## config.mk

```make
export PLATFORM = sky130hd
export DESIGN_NAME = pattern_scan_sequencer
export DESIGN_NICKNAME = d
export VERILOG_FILES = /design/src/rtl/pattern_scan_sequencer.sv
export SDC_FILE = /design/constraint.sdc
export NUM_CORES = 1
export LEC_CHECK = 0
export ABC_AREA = 1
export CAP_MARGIN = 30
export CORE_UTILIZATION = 54
export DETAILED_ROUTE_END_ITERATION = 10
export PLACE_DENSITY_LB_ADDON = 0.15
export SLEW_MARGIN = 10
export SYNTH_ARGS = -nofsm -noshare
export SYNTH_HDL_FRONTEND = slang
export SYNTH_SLANG_ARGS = --single-unit
```

## constraint.sdc

```tcl
create_clock -name clock -period 1.85 [get_ports clock]
set_input_delay 0.4625 -clock clock [delete_from_list [all_inputs] [get_ports clock]]
set_output_delay 0.4625 -clock clock [all_outputs]
set_load 0.02 [all_outputs]
```

## src/rtl/pattern_scan_sequencer.sv

```systemverilog
// pattern_scan_sequencer: shares one pattern-finding unit across all key 1/2-strips of a chamber.
// Steps key_hs through 0..MXKEY-1, tags each request through a PIPE-deep shift register,
// folds returned (nhits, pid) results into a best-CLCT register and publishes it with done.
// Optional build macro SECOND_CLCT_EN adds a ranked second-best CLCT (clct2_* outputs).

module pattern_scan_sequencer #(
    parameter int unsigned MXKEY  = 160,
    parameter int unsigned MXKEYB = 8,
    parameter int unsigned MXHITB = 3,
    parameter int unsigned MXPIDB = 4,
    parameter int unsigned PIPE   = 1
) (
    input  logic              clock,
    input  logic              global_reset_n,
    input  logic              start,
    input  logic [MXHITB-1:0] hit_thresh,
    input  logic [MXPIDB-1:0] pid_thresh,
    output logic [MXKEYB-1:0] key_hs,
    output logic              key_vld,
    input  logic [MXHITB-1:0] pat_nhits,
    input  logic [MXPIDB-1:0] pat_id,
    output logic              busy,
    output logic              done,
`ifdef SECOND_CLCT_EN
    output logic              clct2_vld,
    output logic [MXKEYB-1:0] clct2_key,
    output logic [MXHITB-1:0] clct2_nhits,
    output logic [MXPIDB-1:0] clct2_pid,
`endif
    output logic              clct_vld,
    output logic [MXKEYB-1:0] clct_key,
    output logic [MXHITB-1:0] clct_nhits,
    output logic [MXPIDB-1:0] clct_pid
);

    // Drain counter only needs to reach PIPE-1.
    localparam int unsigned CntW = (PIPE > 1) ? $clog2(PIPE) : 1;
    localparam logic [MXKEYB-1:0] KeyLast   = MXKEYB'(MXKEY - 1);
    localparam logic [CntW-1:0]   DrainLast = CntW'(PIPE - 1);

    typedef enum logic [1:0] {
        StIdle  = 2'd0,
        StScan  = 2'd1,
        StDrain = 2'd2,
        StDone  = 2'd3
    } state_e;

    typedef struct packed {
        logic              vld;
        logic [MXKEYB-1:0] key;
        logic [MXHITB-1:0] nhits;
        logic [MXPIDB-1:0] pid;
    } cand_t;

    // True when candidate a displaces incumbent b: more hits, or equal hits and higher pid.
    // Full ties keep the incumbent, which is always the lower key.
    function automatic logic beats(input cand_t a, input cand_t b);
        logic win;
        win = 1'b0;
        if (!b.vld) begin
            win = 1'b1;
        end else if (a.nhits > b.nhits) begin
            win = 1'b1;
        end else if ((a.nhits == b.nhits) && (a.pid > b.pid)) begin
            win = 1'b1;
        end
        return win;
    endfunction

    state_e              state_q, state_d;
    logic [MXKEYB-1:0]   key_q, key_d;
    logic                key_vld_q, key_vld_d;
    logic [CntW-1:0]     drain_cnt_q, drain_cnt_d;
    logic [MXHITB-1:0]   hit_thr_q, hit_thr_d;
    logic [MXPIDB-1:0]   pid_thr_q, pid_thr_d;
    logic [PIPE-1:0][MXKEYB-1:0] tag_key_q;
    logic [PIPE-1:0]             tag_vld_q;
    cand_t               best1_q, best1_d;
    cand_t               clct_q, clct_d;
    cand_t               res;
`ifdef SECOND_CLCT_EN
    cand_t               best2_q, best2_d;
    cand_t               clct2_q, clct2_d;
`endif

    // FSM state register.
    always_ff @(posedge clock or negedge global_reset_n) begin
        if (!global_reset_n) begin
            state_q <= StIdle;
        end else begin
            state_q <= state_d;
        end
    end

    // FSM next-state logic.
    always_comb begin
        state_d = state_q;
        unique case (state_q)
            StIdle: begin
                if (start) begin
                    state_d = StScan;
                end
            end
            StScan: begin
                if (key_q == KeyLast) begin
                    state_d = StDrain;
                end
            end
            StDrain: begin
                if (drain_cnt_q == DrainLast) begin
                    state_d = StDone;
                end
            end
            StDone: begin
                state_d = StIdle;
            end
            default: begin
                state_d = StIdle;
            end
        endcase
    end

    // Request tags follow the pattern unit's latency so each result is matched to its key.
    always_ff @(posedge clock or negedge global_reset_n) begin
        if (!global_reset_n) begin
            tag_key_q <= '0;
            tag_vld_q <= '0;
        end else begin
            tag_key_q[0] <= key_q;
            tag_vld_q[0] <= key_vld_q;
            for (int i = 1; i < int'(PIPE); i++) begin
                tag_key_q[i] <= tag_key_q[i-1];
                tag_vld_q[i] <= tag_vld_q[i-1];
            end
        end
    end

    // Returned result paired with its key; vld means it is live and passes both thresholds.
    always_comb begin
        res.key   = tag_key_q[PIPE-1];
        res.nhits = pat_nhits;
        res.pid   = pat_id;
        res.vld   = tag_vld_q[PIPE-1] && (pat_nhits >= hit_thr_q) && (pat_id >= pid_thr_q);
    end

    // Ranked best list: fold in the current result, cleared when a scan is accepted.
    always_comb begin
        best1_d = best1_q;
`ifdef SECOND_CLCT_EN
        best2_d = best2_q;
`endif
        if ((state_q == StIdle) && start) begin
            best1_d = '0;
`ifdef SECOND_CLCT_EN
            best2_d = '0;
`endif
        end else if (res.vld) begin
            if (beats(res, best1_q)) begin
                best1_d = res;
`ifdef SECOND_CLCT_EN
                best2_d = best1_q;
            end else if (beats(res, best2_q)) begin
                best2_d = res;
`endif
            end
        end
    end

    // Key sequencing, threshold latching, drain counting and result publication.
    always_comb begin
        key_d       = key_q;
        key_vld_d   = key_vld_q;
        drain_cnt_d = drain_cnt_q;
        hit_thr_d   = hit_thr_q;
        pid_thr_d   = pid_thr_q;
        clct_d      = clct_q;
`ifdef SECOND_CLCT_EN
        clct2_d     = clct2_q;
`endif
        unique case (state_q)
            StIdle: begin
                if (start) begin
                    key_d     = '0;
                    key_vld_d = 1'b1;
                    hit_thr_d = hit_thresh;
                    pid_thr_d = pid_thresh;
                end
            end
            StScan: begin
                if (key_q == KeyLast) begin
                    // Hold the last key on the mux; no wrap back to 0.
                    key_vld_d   = 1'b0;
                    drain_cnt_d = '0;
                end else begin
                    key_d = key_q + MXKEYB'(1);
                end
            end
            StDrain: begin
                if (drain_cnt_q == DrainLast) begin
                    // The final result lands on this edge, so publish the folded value.
                    clct_d = best1_d;
`ifdef SECOND_CLCT_EN
                    clct2_d = best2_d;
`endif
                end else begin
                    drain_cnt_d = drain_cnt_q + CntW'(1);
                end
            end
            default: begin
            end
        endcase
    end

    // Datapath registers.
    always_ff @(posedge clock or negedge global_reset_n) begin
        if (!global_reset_n) begin
            key_q       <= '0;
            key_vld_q   <= 1'b0;
            drain_cnt_q <= '0;
            hit_thr_q   <= '0;
            pid_thr_q   <= '0;
            best1_q     <= '0;
            clct_q      <= '0;
`ifdef SECOND_CLCT_EN
            best2_q     <= '0;
            clct2_q     <= '0;
`endif
        end else begin
            key_q       <= key_d;
            key_vld_q   <= key_vld_d;
            drain_cnt_q <= drain_cnt_d;
            hit_thr_q   <= hit_thr_d;
            pid_thr_q   <= pid_thr_d;
            best1_q     <= best1_d;
            clct_q      <= clct_d;
`ifdef SECOND_CLCT_EN
            best2_q     <= best2_d;
            clct2_q     <= clct2_d;
`endif
        end
    end

    // Output decode.
    always_comb begin
        key_hs     = key_q;
        key_vld    = key_vld_q;
        busy       = (state_q == StScan) || (state_q == StDrain);
        done       = (state_q == StDone);
        clct_vld   = clct_q.vld;
        clct_key   = clct_q.key;
        clct_nhits = clct_q.nhits;
        clct_pid   = clct_q.pid;
`ifdef SECOND_CLCT_EN
        clct2_vld   = clct2_q.vld;
        clct2_key   = clct2_q.key;
        clct2_nhits = clct2_q.nhits;
        clct2_pid   = clct2_q.pid;
`endif
    end

endmodule
```

After elaboration in Yosys (flattened, before gate mapping)
Index checks and enable logic that the tools add are counted.
{"block": "totals", "register_bits": 60, "input_bits": 17, "out_inout_bits": 27}
{"block": "classes", "addsub": 2, "n_lt_le_gt_ge": 4, "n_eq_ne": 9, "mux": 20, "n_bitwise": 1, "n_reduce_logical": 14}
{"op": "$mux W16", "n": 3}
{"op": "$mux W8", "n": 2}
{"op": "$pmux W8 S2", "n": 1}
{"op": "$reduce_and A3 Y1", "n": 3}
{"op": "$add A8 B1 Y8 const B", "n": 1}
{"op": "$eq A8 B8 Y1 const B", "n": 1}
{"op": "$mux W1", "n": 8}
{"op": "$ne A2 B2 Y1 const B", "n": 4}
{"op": "$pmux W2 S4", "n": 1}
{"op": "$mux W2", "n": 3}
{"op": "$reduce_and A2 Y1", "n": 3}
{"op": "$eq A2 B2 Y1 const B", "n": 2}
{"op": "$ge A4 B4 Y1", "n": 1}
{"op": "$gt A4 B4 Y1", "n": 1}
{"op": "$logic_and A1 B1 Y1", "n": 4}
{"op": "$pmux W1 S2", "n": 2}
{"op": "$reduce_bool A2 Y1", "n": 2}
{"op": "$eq A3 B3 Y1", "n": 1}
{"op": "$ge A3 B3 Y1", "n": 1}
{"op": "$gt A3 B3 Y1", "n": 1}
{"op": "$eq A2 B1 Y1 const B", "n": 1}
{"op": "$logic_not A2 Y1", "n": 1}
{"op": "$add A1 B1 Y1 const B", "n": 1}
{"op": "$logic_or A1 B1 Y1", "n": 1}
{"op": "$not A1 Y1", "n": 1}

Logic depth before layout (Yosys ltp)
Gate-level depths: netlist of the first run.
{"block": "depth", "depth_word": 10, "depth_mapped": 14, "ltp_nobuf": 13}

Least setup slack after synthesis of the first run
OpenSTA, ideal clock, no wires.
{"block": "synth_timing", "path_type": "input-to-reg", "start": "input pat_nhits[2]", "end": "register best1_q[10] (netlist bit)", "setup_ns": 0.120, "arrival_time_ns": 1.635, "required_time_ns": 1.730, "setup_slack_ns": 0.095, "cell_stages": 9, "path_buffers": 1, "cell_sequence": "ha_1 -> a21oi_1 -> nand2_1 -> a21oi_2 -> nand2_2 -> nand2_4 -> buf_12 -> nand2_4 -> and3_1"}
{"item": "start, declared", "line_no": "20", "source": "input logic [MXHITB-1:0] pat_nhits,"}
{"item": "end signal, assigned", "line_no": "234", "source": "best1_q <= best1_d;"}
{"item": "end, declared", "line_no": "78", "source": "cand_t best1_q, best1_d;"}

==> results.toml, run 1 <==
[sta]
finalSetupViolCount = 0
fmax_mhz = 552.5
drv_slew = 0
period_share_pct = 97.84
max_slew_margin_pct = 67.11
finalHoldViolations = 0
tightest_slew_ns = 0.4903
skew_ns = 0.006682
layout_min_cycle_time_ns = 1.810

[worst_setup_path]
criticalPathCategory = "primary input to flip-flop"
startpoint = "pat_id[2]"
cp_data_arrival_time_ns = 2.03
cp.required_ns = 2.07
worstPathMaxFanout = 5
startpoint_type = "primary input"
reg2reg_from = "pid_thr_q[3]$_DFFE_PN0P_"
end_kind = "flip-flop"

[routing]
wl_per_cell_um = 13.19
firstDrtPassIters = 4
drt-total-wl_um = 6213
vias_per_cell = 5.130
drtIter0Drc = 101
drc_errors = 0
detail-route-antenna-nets = 0
via_count = 2416

[global_routing]
use_met3_pct = 4.048
grt.total_usage_pct = 22.56
grt.overflow.total = 0
grt_pass1_vias = 2263
use_met2_pct = 36.96
grt_pass1_wl_um = 10260
top_usage_layer = "met2"
use_met1_pct = 28.68
grt_max_degree = 60
antenna_found_initial = 0

[placed_design]
io_buffers = 43
dp_hpwl_um = 4230
place_congestion = 0.8244
place_inst = 453

[flow_run]
cap_violations = 0

[cts]
cts_hold_buffers = 0
cts_tree = "done"
clockBufferDepth = 2
cts_sinks = 59
cts_max_level = 3
numCtsBuffers = 9
clk_pin_slew_worst_paths_ns = 0.06
clockRootBuffer = "clkbuf_8"
clock_latency_ns = 0.33

[cells_and_area]
diodes = 0
drive_gt1_share_pct = 17.21
fin_cells = 471
layout_commonest_cell = "nand2_1"
area_growth_syn_to_layout_pct = 30.43
final_cell_mix = "nand2_1 (61), dfrtp_1 (59), inv_1 (52)"
fin_util_pct = 75.00
nets = 433

[floorplan]
fp.dieArea_um2 = 5915
initial_core_util_pct = 57.50
rows = 26
design.core.area_um2 = 5270
io_pins = 44
fp.dieH_um = 76.91
die_w_um = 76.91

[power]
leakagePower_uw = 0.002089
power-per-cell-area_nw_per_um2 = 1617
ir_worst_vdd_v = 0.001054

[synthesis]
synth_cell_types = 34
yosysSeqAreaShare_pct = 48.72
syn_area_per_cell_um2 = 9.046
syn_nets = 372
async_flop_share_pct = 100.0
synth_ff_type = "dfrtp_1"
synth_edf_count = 0
yosysWarnings = 0
netlist_area_um2 = 3030
syn_inst = 335
ys_seq_elements = 59

[run_status]
status = "complete, no violations"

[min_path]
hold_path_class = "primary input to asynchronous set/reset pin"
[critical path, stage by stage]
cell and delay, ns:
dlygate4sd2_1 0.27, ha_1 0.31, nand2_2 0.10, inv_1 0.05
nand2_1 0.07, nand2_2 0.06, nor2_4 0.15, nor2_8 0.07
nand2_4 0.11, clkbuf_16 0.17, nand2_1 0.06, and3_1 0.14
[worst paths after layout]
| kind | slack [ns] | cells after the start | to |
|---|---|---|---|
| hold reg to reg | 0.42 | 0 | tag_vld_q$_DFF_PN0_ |
| min in group clock | 0.42 | 0 | tag_vld_q$_DFF_PN0_ |
| hold / removal | 0.11 | 2 | clct_pid[1]$_DFFE_PN0P_ |
| setup reg to reg | 0.08 | 12 | best1_q[1]$_DFF_PN0_ |
| max in group asynchronous | 1.46 | 2 | hit_thr_q[2]$_DFFE_PN0P_ |
| setup / recovery | 0.04 | 12 | best1_q[1]$_DFF_PN0_ |
[Yosys cell counts (3+ instances only)]
cell type / count / area (µm²)
a21oi_1: 10 / 50.05
and3_1: 15 / 93.84
buf_2: 5 / 25.02
buf_4: 3 / 22.52
clkbuf_1: 3 / 11.26
dfrtp_1: 59 / 1476
ha_1: 20 / 250.2
inv_1: 55 / 206.5
nand2_1: 65 / 244.0
nand2_4: 11 / 123.9
nand3_1: 21 / 105.1
nand4_1: 19 / 118.9
nor2_1: 13 / 48.80
o21ai_0: 11 / 55.05
o21ai_1: 3 / 15.01
[sequential cells by signal, indices dropped and copies added, names as in the netlist]
name and flops:
best1_q 16, clct_key 8, key_hs 8, tag_key_q 8, clct_pid 4, pid_thr_q 4, clct_nhits 3, hit_thr_q 3
state_q 2, clct_vld 1, key_vld 1, tag_vld_q 1
[timing repair]
action                     in CTS  in global routing
setup endpoints to repair      41                 32
buffers inserted                1                  0
gates resized for setup        25                 10
cloned                          0                  1
pin swaps                       5                  6
[metrics by stage]
stage / setup slack, ns / area, µm² / hold slack [ns] / power [µW] / setup TNS [ns]
after floorplan: 0.09545 / 3030 / 0.1669 / 3838 / 0
after global routing: -0.02105 / 3953 / 0.1380 / 6839 / -0.04806
after CTS: 0.004527 / 3904 / 0.1293 / 6340 / 0
after detailed placement: -0.5120 / 3642 / 0.4062 / 4898 / -14.97
final: 0.04001 / 3953 / 0.1103 / 6390 / 0
after global placement: -0.4641 / 3642 / 0.4114 / 4801 / -13.88
[layout make-up]
class	count	area [µm²]
clock buffer	9	123.9
clock inverter	7	116.4
fill	396	1318
inverter	57	214.0
multi-input combinational	207	1316
sequential	59	1476
tap	70	87.58
timing repair buffer	62	618.1
[routing by layer]
metal | routed length, µm | share of wire, %
met5 | 0 | 0
met4 | 111 | 1.8
met3 | 223 | 3.6
met2 | 3051 | 49
met1 | 2827 | 46
[logic make-up (layout without fill, tap and decap cells)]
group	Yosys count	in the layout	synth area share [%]
AND/OR/NAND/NOR	152	152	26.34
buffers and inverters	69	135	9.661
flip-flops	59	59	48.72
AO/OA/AOI/OAI	31	31	5.698
adder cells (fa/ha/maj)	20	20	8.258
XOR/XNOR	2	2	0.5781
multiplexers	2	2	0.7431
[power breakdown]
part / total [µW] / switching, µW / leakage [µW] / internal [µW]
combinational: 3030 / 1740 / 0.00120 / 1290
sequential: 1960 / 222 / 0.000772 / 1740
clock: 1390 / 501 / 0.000119 / 891
total: 6390 / 2460 / 0.00209 / 3930
Note: power is estimated with default switching activity, not from simulation.
==> inputs of run 2 (changes only) <==
--- a/config.mk
+++ b/config.mk
@@ -10,6 +10,8 @@
 export CORE_UTILIZATION = 54
 export DETAILED_ROUTE_END_ITERATION = 10
 export PLACE_DENSITY_LB_ADDON = 0.15
+export SETUP_SLACK_MARGIN = 0.4
+export SKIP_LAST_GASP = 1
 export SLEW_MARGIN = 10
 export SYNTH_ARGS = -nofsm -noshare
 export SYNTH_HDL_FRONTEND = slang
==> run 2 against run 1 <==
- the run now ends with setup timing left
- flip-flop and latch count is the same
- sequential power grew 5%
- setup slack lost 0.14 ns
- first-iteration DRC count grew 39%
- critical endpoint is now clct_pid[2]$_DFFE_PN0P_
- utilization grew 11 points
- critical path type unchanged
- clock power shrank 29%
==> results.toml, run 2 (synthesis results as in run 1) <==
[global_routing]
grt_pass1_vias = 2732
grt.total_usage_pct = 27.57
grt_pass1_wl_um = 12560
antenna_found_initial = 0
grt_max_degree = 42
grt.overflow.total = 0

[cts]
numCtsBuffers = 9
clockBufferDepth = 2
clk_pin_slew_worst_paths_ns = 0.06
cts_max_level = 3
clockRootBuffer = "clkbuf_8"
clock_latency_ns = 0.34
cts_sinks = 59
cts_hold_buffers = 0
cts_tree = "done"

[floorplan]
design.core.area_um2 = 5270
fp.dieArea_um2 = 5915
rows = 26
initial_core_util_pct = 57.50
die_w_um = 76.91
io_pins = 44
fp.dieH_um = 76.91

[routing]
vias_per_cell = 5.696
drtIter0Drc = 140
drt-total-wl_um = 8917
firstDrtPassIters = 5
detail-route-antenna-nets = 0
via_count = 2848
drc_errors = 0
wl_per_cell_um = 17.83

[worst_setup_path]
reg2reg_setup_slack_ns = -0.09
startpoint_type = "primary input"
reg2reg_from = "best1_q[3]$_DFF_PN0_"
cpMostUsedCell = "nand2_1"
worstPathMaxFanout = 5
cp.required_ns = 2.11
crit_chain = "clkdlybuf4s15_1 -> ha_1 -> nand2_1 -> nor2_1 -> nor2_1 -> nand2_2 -> nand2_4 -> nand2_8 -> buf_12 -> nand2_1 -> nand4_1 -> nand2_1"
cp_slowest_cell = "ha_1"
startpoint = "pat_id[2]"
r2r_end = "clct_pid[2]$_DFFE_PN0P_"
cp_data_arrival_time_ns = 2.21
reg2regPathDepth = 12
criticalPathCategory = "primary input to flip-flop"
end_kind = "flip-flop"
slowest_delay_ns = 0.34

[cells_and_area]
area_growth_syn_to_layout_pct = 49.05
fin_util_pct = 85.71
seq_area_um2 = 1485
finalInstanceArea_um2 = 4517
largest_reg_flops = 16
diodes = 0
multi_input_area_um2 = 1744
drive_gt1_share_pct = 46.28
layout_commonest_cell = "dfrtp_1"
nets = 463
final_cell_mix = "dfrtp_1 (52), nand2_1 (51), inv_1 (39)"
regMostFlops = "best1_q"
fillers = 265

[sta]
rsz0062_at_grt = "yes"
finalHoldViolations = 0
period_share_pct = 105.2
drv_slew = 0
fmax_mhz = 513.9
skew_ns = 0.005321
layout_min_cycle_time_ns = 1.946
finalSetupViolCount = 1
tightest_slew_ns = 0.5236
timing.final.ws_setup_ns = -0.09607
max_slew_margin_pct = 65.09

[flow_run]
cap_violations = 0

[placed_design]
io_buffers = 43
place_congestion = 0.8106
place_area_um2 = 3750
dp_hpwl_um = 4355
dp_slack_ns = -0.5333

[min_path]
hold_path_class = "primary input to asynchronous set/reset pin"

[power]
power_frac_seq_pct = 28.0
leakagePower_uw = 0.002250
comb_power_share_pct = 58.4
p_switching_uw = 3167
p_clk_share_pct = 13.6
swShare_pct = 43.31
internal-power_uw = 4145
power-per-cell-area_nw_per_um2 = 1619
ir_worst_vdd_v = 0.001359

[run_status]
violations = "setup timing"
status = "finished with violations"
==> run 2: cell types whose count changed in the layout (fill, tap and decap cells not counted), moves of 14 or more <==
cell             previous run  this run
nand3_1                    20         6
buf_2                       2        23
clkdlybuf4s50_1            25         8
buf_4                      13        31
ha_4                        2        16
==> run 2: power groups by stage <==
stage,Clock (µW),Sequential (µW),Combinational [µW]
after floorplan,0,2210,1810
after global placement,0,1990,2940
after detailed placement,0,2000,3040
after CTS,996,2010,3530
after global routing,1050,2080,4570
final,993,2050,4270
==> run 2: repair_timing <==
item / 4_1_cts / 5_1_grt
setup buffers: 15 / 14
pin swaps: 33 / 29
setup endpoints to repair: 68 / 67
gates resized for setup: 162 / 77
gates cloned: 3 / 0
==> run 2: final cells by class <==
class	instances	area share (%)
clock inverter	3	0.3324
timing repair buffer	91	18.09
inverter	57	4.931
sequential	59	32.88
clock buffer	12	3.213
tap	70	1.939
multi-input combinational	208	38.61
==> run 2: metrics by stage <==
stage	std cells	hold WS, ns	TNS (ns)	power (µW)
after floorplan	335	0.1669	0	4021
after global placement	453	0.4099	-13.81	4930
after detailed placement	453	0.4072	-15.53	5043
after CTS	486	0.08889	0	6535
after global routing	500	0.1052	-1.389	7706
final	500	0.09288	-0.09607	7312
==> run 2: routing by layer <==
metal / vias to the layer above / part of all wire (%) / global-route usage [%] / wire, µm
li1: 1265 / - / - / -
met1: 1418 / 39 / 33.15 / 3469
met2: 134 / 53 / 47.23 / 4700
met3: 31 / 6.2 / 7.381 / 551
met4: 0 / 2.2 / 10.00 / 195
met5: - / 0 / 0 / 0
==> run 2: worst max path at each step <==
stage | endpoint
finish | clct_pid[2]$_DFFE_PN0P_
floorplan | best1_q[10]$_DFF_PN0_
global route | clct_pid[2]$_DFFE_PN0P_
detailed placement | clct_key[1]$_DFFE_PN0P_
CTS | clct_key[6]$_DFFE_PN0P_
global placement | clct_key[1]$_DFFE_PN0P_
==> run 2: critical path, delay by kind of cell <==
kind	cells	cell delay, ns
buffers and inverters	2	0.38
AND/OR/NAND/NOR	9	1.02
adder cells (fa/ha/maj)	1	0.34
==> inputs of run 3 (changes only) <==
--- a/config.mk
+++ b/config.mk
@@ -9,6 +9,7 @@
 export CAP_MARGIN = 30
 export CORE_UTILIZATION = 54
 export DETAILED_ROUTE_END_ITERATION = 10
+export HOLD_SLACK_MARGIN = 0.06
 export PLACE_DENSITY_LB_ADDON = 0.15
 export SETUP_SLACK_MARGIN = 0.4
 export SKIP_LAST_GASP = 1
==> results of run 3 <==
Final layout, timing and power as in run 2 (identical DEF).
